## src/rtl/beep_pattern_ctrl.sv

```systemverilog
// Beep pattern controller: gates the tone divider output into N timed beeps
// separated by silent gaps, under a start/busy/done handshake with abort.
module beep_pattern_ctrl #(
  parameter int unsigned TICK_DIV = 50000,
  parameter int unsigned DUR_W    = 10,
  parameter int unsigned CNT_W    = 4
) (
  input  logic             clk,
  input  logic             rst_n,
  input  logic             tone_in,
  input  logic             start,
  input  logic             stop,
  input  logic [DUR_W-1:0] on_ms,
  input  logic [DUR_W-1:0] off_ms,
  input  logic [CNT_W-1:0] count,
  output logic             busy,
  output logic             done,
  output logic             fm_out
);

  localparam int unsigned PRE_W = (TICK_DIV > 1) ? $clog2(TICK_DIV) : 1;
  localparam logic [PRE_W-1:0] PRE_LAST = PRE_W'(TICK_DIV - 1);

  typedef enum logic [1:0] {
    S_IDLE = 2'd0,
    S_ON   = 2'd1,
    S_OFF  = 2'd2
  } state_e;

  state_e           state;
  state_e           state_d;
  logic [PRE_W-1:0] presc;
  logic [DUR_W-1:0] ms_cnt;
  logic [DUR_W-1:0] on_lat;
  logic [DUR_W-1:0] off_lat;
  logic [DUR_W-1:0] dur_cur;
  logic [CNT_W-1:0] beeps_left;
  logic             ms_tick;
  logic             phase_end;
  logic             start_ok;
  logic             last_beep;
  logic             busy_d;
  logic             done_d;
  logic             fm_d;

  // A phase ends on the tick that completes its last millisecond.
  assign ms_tick   = (presc == PRE_LAST);
  assign dur_cur   = (state == S_OFF) ? off_lat : on_lat;
  assign phase_end = (state != S_IDLE) && ms_tick && (ms_cnt == dur_cur - DUR_W'(1));
  assign start_ok  = start && (count != '0) && (on_ms != '0);
  assign last_beep = (beeps_left == CNT_W'(1));

  // State register
  always_ff @(posedge clk or negedge rst_n) begin
    if (!rst_n) begin
      state <= S_IDLE;
    end else begin
      state <= state_d;
    end
  end

  // Next-state logic; stop overrides everything, including a same-cycle start.
  always_comb begin
    state_d = state;
    if (stop) begin
      state_d = S_IDLE;
    end else begin
      case (state)
        S_IDLE: begin
          if (start_ok) begin
            state_d = S_ON;
          end
        end
        S_ON: begin
          if (phase_end) begin
            if (last_beep) begin
              state_d = S_IDLE;
            end else if (off_lat == '0) begin
              state_d = S_ON;
            end else begin
              state_d = S_OFF;
            end
          end
        end
        S_OFF: begin
          if (phase_end) begin
            state_d = S_ON;
          end
        end
        default: state_d = S_IDLE;
      endcase
    end
  end

  // Output next-values; done covers both normal completion and a rejected start.
  always_comb begin
    busy_d = (state_d != S_IDLE);
    done_d = 1'b0;
    fm_d   = 1'b1;
    if (!stop) begin
      if (state == S_IDLE && start && !start_ok) begin
        done_d = 1'b1;
      end
      if (state == S_ON && phase_end && last_beep) begin
        done_d = 1'b1;
      end
      if (state == S_ON) begin
        fm_d = tone_in;
      end
    end
  end

  // Registered outputs
  always_ff @(posedge clk or negedge rst_n) begin
    if (!rst_n) begin
      busy   <= 1'b0;
      done   <= 1'b0;
      fm_out <= 1'b1;
    end else begin
      busy   <= busy_d;
      done   <= done_d;
      fm_out <= fm_d;
    end
  end

  // Prescaler, per-phase ms counter, beep counter and latched parameters.
  always_ff @(posedge clk or negedge rst_n) begin
    if (!rst_n) begin
      presc      <= '0;
      ms_cnt     <= '0;
      beeps_left <= '0;
      on_lat     <= '0;
      off_lat    <= '0;
    end else if (stop) begin
      presc      <= '0;
      ms_cnt     <= '0;
      beeps_left <= '0;
    end else if (state == S_IDLE) begin
      presc  <= '0;
      ms_cnt <= '0;
      if (start_ok) begin
        on_lat     <= on_ms;
        off_lat    <= off_ms;
        beeps_left <= count;
      end
    end else if (phase_end) begin
      presc  <= '0;
      ms_cnt <= '0;
      if (state == S_ON) begin
        beeps_left <= beeps_left - CNT_W'(1);
      end
    end else if (ms_tick) begin
      presc  <= '0;
      ms_cnt <= ms_cnt + DUR_W'(1);
    end else begin
      presc <= presc + PRE_W'(1);
    end
  end

endmodule

```

## config.mk

```make
export PLATFORM = sky130hd
export DESIGN_NAME = beep_pattern_ctrl
export DESIGN_NICKNAME = d
export VERILOG_FILES = /design/src/rtl/beep_pattern_ctrl.sv
export SDC_FILE = /design/constraint.sdc
export NUM_CORES = 1
export LEC_CHECK = 0
export ABC_AREA = 1
export CORE_MARGIN = 5
export CORE_UTILIZATION = 61
export CTS_CLUSTER_DIAMETER = 100
export DETAILED_ROUTE_END_ITERATION = 10
export GPL_TIMING_DRIVEN = 0
export PLACE_DENSITY = 0.87
export SLEW_MARGIN = 15
export SYNTH_ARGS = -nofsm -noshare
export SYNTH_HDL_FRONTEND = slang
export SYNTH_SLANG_ARGS = --single-unit
```

## constraint.sdc

```tcl
create_clock -name clk -period 5.6 [get_ports clk]
set_input_delay 1.68 -clock clk [delete_from_list [all_inputs] [get_ports clk]]
set_output_delay 1.68 -clock clk [all_outputs]
set_load 0.02 [all_outputs]
```

==> flow_summary.ini, run 1 <==
[setup_path]
start_kind = input port
critical_path_required_ps = 5770
crit_path_end_kind = flip-flop
path_class = input port to flip-flop
critPathMaxFanout = 10
crit_buf_inv = 3
crit_path_top_delay_cell = clkdlybuf4s50_1
cpMostUsedCell = clkbuf_1
cpPeakStageDelay_ps = 500
path_cells = clkdlybuf4s50_1 -> o41ai_1 -> a31oi_1 -> nand2_1 -> nor2_1 -> clkbuf_1 -> clkbuf_1 -> o21ai_0
crit_arrival_ps = 3820
critical-path-top-delay-family = buffers and inverters

[floorplanning]
die_w_um = 82.2
num_rows = 26
die_y_um = 82.2
start_util = 0.627
pin_count = 32
core-area_mm2 = 0.00507
dieArea_mm2 = 0.00676

[sta]
worst_slack_ps = 1950
period_needed_ps = 3650
grt_setup_unrepaired = false
setup_viol = 0
timing.slew.headroom = 0.537
tightest_slew_ps = 695
fin_tns_setup_ps = 0
fin_skew_ps = 11.2
max_freq_mhz = 274
drv_slew = 0
finalHoldViolCount = 0
fin_crit_sh = 0.651

[run]
maxCapViolCount = 0

[logic_synthesis]
syn_avg_cell_area_um2 = 7.15
ys_seq_area_frac = 0.433
synth_cell_types = 35
syn-num-nets = 479
syn_area_mm2 = 0.00318
ys_warn_count = 0
syn_inst = 445
synthTopCellsByArea = dfrtp_1 (42%), nand2_1 (15%), inv_1 (7.2%), nor2_1 (6.0%), nand3_1 (5.5%)
synth_seq_cells = 55
synth_top_area_frac = 0.425
synth.largest_area_cell = dfrtp_1

[clock_network]
clk_path_buf_depth = 2
postCtsSetupBuffers = 0
clk_pin_slew_ps = 100
cts_root_buffer = clkbuf_8
ctsResizeCount = 0
cts_buffers = 5
hold_buffers = 0
insertion_delay_ps = 310
cts_sinks = 55
htreeDepth = 2
cts_tree = yes

[route]
routed_via_density = 5.33
firstDrtPassIters = 4
drt-initial-drc-count = 140
drc = 0
postRouteAntennaNets = 0
wirelength_um = 7330
vias = 2940
wire_per_inst_um = 13.3

[layout]
stdcell_count = 552
syn2layout_area_growth_pct = 15.4
nets = 516
post-route-util = 0.724
diodes = 0
drive_above_1_share = 0.0519

[global_route]
grt_usage = 0.237
overflow = 0
grt_pass1_vias = 2894
grt_antenna_before_repair = 0
grt_pass1_wl_um = 12500
grt_max_degree = 56

[status]
status = completed

[worst_hold_path]
hold_class = flip-flop to flip-flop

[place]
dpl.hpwl_um = 5620
place_ws_ps = 1690
port-buffer-count = 30
placedCellCount = 545
routabilityCongestion = 0.895

[pwr]
powerDensity_mw_per_mm2 = 252
p_leak_uw = 0.00176
irDropWorstVdd_v = 0.000142
==> placed cells by master, fill, tap and decap left out, drive strengths merged, types with 2 or more instances in the layout <==
master and instances:
nand2 129, inv 66, dfrtp 54, nor2 54, nand3 36, o21ai 35, clkdlybuf4s50 29, a21oi 13
clkbuf 11, nor3 9, xor2 9, nor4 5, ha 5, buf 5, nand4 4, o211ai 3
nand3b 2, xnor2 2, a31oi 2
==> cells by family (layout without fill, tap and decap cells) <==
family / count (synthesis) / count (layout) / synth area share
AND/OR/NAND/NOR: 240 / 240 / 0.322
XOR/XNOR: 11 / 11 / 0.0303
adder cells (fa/ha/maj): 5 / 5 / 0.0197
AO/OA/AOI/OAI: 58 / 58 / 0.101
buffers and inverters: 76 / 113 / 0.0947
flip-flops: 55 / 55 / 0.433
==> cell usage after synthesis <==
| cell type | count |
|---|---|
| nand2_1 | 127 |
| inv_1 | 61 |
| dfrtp_1 | 54 |
| nor2_1 | 51 |
| nand3_1 | 35 |
| o21ai_0 | 29 |
| a21oi_1 | 13 |
| nor3_1 | 9 |
| xor2_1 | 9 |
| clkbuf_1 | 6 |
| ha_1 | 5 |
| inv_2 | 5 |
| nor4_1 | 5 |
| o21ai_1 | 5 |
| nand4_1 | 4 |
| o211ai_1 | 3 |
| a31oi_1 | 2 |
| buf_4 | 2 |
| nand3b_1 | 2 |
| nor2_4 | 2 |
| xnor2_1 | 2 |
| a211oi_1 | 1 |
| buf_2 | 1 |
| buf_6 | 1 |
| dfstp_2 | 1 |
| nand2_2 | 1 |
| nand2_4 | 1 |
| nand3_2 | 1 |
| nor2_2 | 1 |
| nor3b_1 | 1 |
| o211a_1 | 1 |
| o21ai_2 | 1 |
| o21bai_1 | 1 |
| o221ai_1 | 1 |
| o41ai_1 | 1 |
==> power by group <==
part	leakage, uW	internal, uW	total (uW)	switching, uW
clock network	0.0000502	131	258	127
registers	0.000724	432	452	20.2
logic	0.000984	79.6	218	139
total	0.00176	642	928	286
==> state kept, by name (all words and copies together), names as in the netlist <==
name and cells:
done 1, ms_cnt 10, beeps_left 4, off_lat 10, busy 1, state 2, presc 16, on_lat 10
fm_out 1
==> worst reg2reg max path: stages (launching register included) <==
cell and delay, ps:
dfrtp_1 440, inv_2 180, nand2_4 130, nand2_1 100, nand2_2 90, ha_1 330
xnor2_1 130, nor2_1 80, nand2_1 50, inv_1 40, nand3_1 70, nor2_1 90
nand3_1 190, o21ai_2 220, buf_4 210, inv_2 50, nand2_1 60, a21oi_1 60
==> stage by stage <==
stage,total power (uW),hold WS (ps),instance area (um2)
final,928,485,3670
after global routing,985,495,3670
after global placement,664,447,3570
after detailed placement,675,468,3570
after CTS,932,485,3670
after floorplan,601,433,3180
==> area by class of cell <==
| type | count | area (um2) |
|---|---|---|
| Sequential cell | 55 | 1380 |
| Inverter | 66 | 248 |
| Clock buffer | 5 | 68.8 |
| Tap cell | 70 | 87.6 |
| Multi-Input combinational cell | 314 | 1500 |
| Buffer | 10 | 53.8 |
| Fill cell | 425 | 1400 |
| Clock inverter | 2 | 37.5 |
| Timing Repair Buffer | 30 | 298 |
==> per-layer routing <==
| layer | share of wire | GRT usage | vias up | wire length, um |
|---|---|---|---|---|
| li1 | - | - | 1486 | - |
| met4 | 0.014 | 0.0664 | 0 | 105 |
| met5 | 0 | 0 | - | 0 |
| met2 | 0.52 | 0.422 | 66 | 3840 |
| met3 | 0.044 | 0.0380 | 10 | 324 |
| met1 | 0.42 | 0.296 | 1378 | 3060 |
==> path summary, 6_finish.rpt <==
kind                          start  slack (ps)  depth (start not counted)         end
max                        count[2]        1950                          8  off_lat[6]
min                        presc[0]         490                          1    presc[0]
max reg2reg                state[0]        2950                         17   ms_cnt[0]
min reg2reg                presc[0]         490                          1    presc[0]
max in group asynchronous     rst_n        3730                          1   ms_cnt[0]
min in group asynchronous     rst_n        1410                          1  off_lat[6]
No activity file was read; power rests on OpenSTA's default activity.
==> inputs of run 2 (changes only) <==
- CORE_UTILIZATION: 61 -> 57
- PLACE_DENSITY: 0.87 -> 0.82
- clock period: 5.6 -> 3.4 ns (I/O delays scaled with it)
==> run 2 against run 1 <==
  * Routed wire length is 0.94% lower
  * Highest routed layer unchanged
  * Sequential cell count stayed put
  * Utilization is 5.3 points lower
  * Cell count grew 0.54%
  * Register-to-register slack lost 2100 ps
  * Largest cell class unchanged
  * Die area is 6.2% higher
  * Critical endpoint is now off_lat[7]
  * Setup slack got worse by 1500 ps
  * Via count is 0.85% higher
==> flow_summary.ini, run 2 (synthesis results as in run 1) <==
[clock_network]
cts_buffers = 5
cts_root_buffer = clkbuf_8
cts_tree = yes
hold_buffers = 0
htreeDepth = 2
cts_sinks = 55
ctsResizeCount = 0
insertion_delay_ps = 310
postCtsSetupBuffers = 0
clk_pin_slew_ps = 100
clk_path_buf_depth = 2

[route]
wire_per_inst_um = 13.1
drc = 0
vias = 2965
routed_via_density = 5.34
postRouteAntennaNets = 0
firstDrtPassIters = 5
wirelength_um = 7260
drt-initial-drc-count = 165

[global_route]
top_usage_layer = met2
grt_pass1_vias = 2887
overflow = 0
grt_usage = 0.213
grt_util_met1 = 0.266
met2_usage = 0.363
grt_antenna_before_repair = 0
grt_pass1_wl_um = 12500
grt_use_met3 = 0.0383
grt_max_degree = 56

[sta]
hold_slack_ps = 477
drv_slew = 0
grt_setup_unrepaired = false
worst_slack_ps = 410
fin_skew_ps = 9.35
period_needed_ps = 2990
setup_viol = 0
fin_crit_sh = 0.879
timing.slew.headroom = 0.538
tightest_slew_ps = 693
max_freq_mhz = 334
finalHoldViolCount = 0

[worst_hold_path]
hold_class = flip-flop to flip-flop

[floorplanning]
die_w_um = 84.7
pin_count = 32
start_util = 0.582
dieArea_mm2 = 0.00718
core-area_mm2 = 0.00547
num_rows = 27
die_y_um = 84.7

[setup_path]
start_kind = input port
crit_arrival_ps = 3170
critPathMaxFanout = 10
crit_path_end_kind = flip-flop
critical_path_required_ps = 3580
path_class = input port to flip-flop

[layout]
design_area_mm2 = 0.00367
regArea_mm2 = 0.00138
layout_commonest_cell = nand2_1
drive_above_1_share = 0.0518
mostFrequentLayoutCells = nand2_1 (127), inv_1 (61), dfrtp_1 (54)
multi_input_area_mm2 = 0.00150
nets = 516
diodes = 0
syn2layout_area_growth_pct = 15.3
largest_register_ffs = 16
fillers = 457
regMostFlops = presc
stdcell_count = 555

[pwr]
power.total_uw = 1490
p_leak_uw = 0.00176
powerDensity_mw_per_mm2 = 406
irDropWorstVdd_v = 0.000200

[place]
place_ws_ps = 111
placedCellCount = 547
dpl.hpwl_um = 5570
port-buffer-count = 30
dpl_cell_area_mm2 = 0.00357
routabilityCongestion = 0.917

[run]
maxCapViolCount = 0

[status]
status = completed
==> run 2: worst paths after layout <==
kind	slack, ps	start	to	cells after the start
worst min-delay path	480	presc[0]	presc[0]	1
min in group asynchronous	750	rst_n	ms_cnt[8]	1
max in group asynchronous	2190	rst_n	off_lat[1]	1
worst max register to register	840	state[0]	ms_cnt[1]	17
worst min register to register	480	presc[0]	presc[0]	1
worst max-delay path	410	start	off_lat[7]	8
==> run 2: area by class of cell <==
type                    instances  share of cell area
multi-input cells             314               0.410
flip-flops and latches         55               0.375
repair buffers                 30              0.0811
inverters                      66              0.0675
clock buffers                   8              0.0273
well taps                      72              0.0245
plain buffers                  10              0.0147
==> run 2: power by group <==
group	total (uW)	switching [uW]	internal (uW)
Clock	392	205	186
Combinational	355	225	131
Sequential	742	31.1	711
==> run 2: metrics by stage <==
step | util | TNS, ps
after floorplan | - | 0
after global placement | 0.653 | -20660
after detailed placement | 0.652 | 0
after CTS | 0.671 | 0
after global routing | 0.671 | 0
final | 0.671 | 0
==> run 2: per-layer routing <==
layer | part of all wire | routed length [um]
met2 | 0.50 | 3640
met3 | 0.041 | 295
met5 | 0 | 0
met1 | 0.44 | 3200
met4 | 0.016 | 116
==> run 2: critical path, cell delays in order <==
cell             delay, ps
clkdlybuf4s50_1        500
o41ai_1                110
a31oi_1                240
nand2_1                190
nor2_1                 160
clkbuf_1               360
clkbuf_1               400
o21ai_0                170
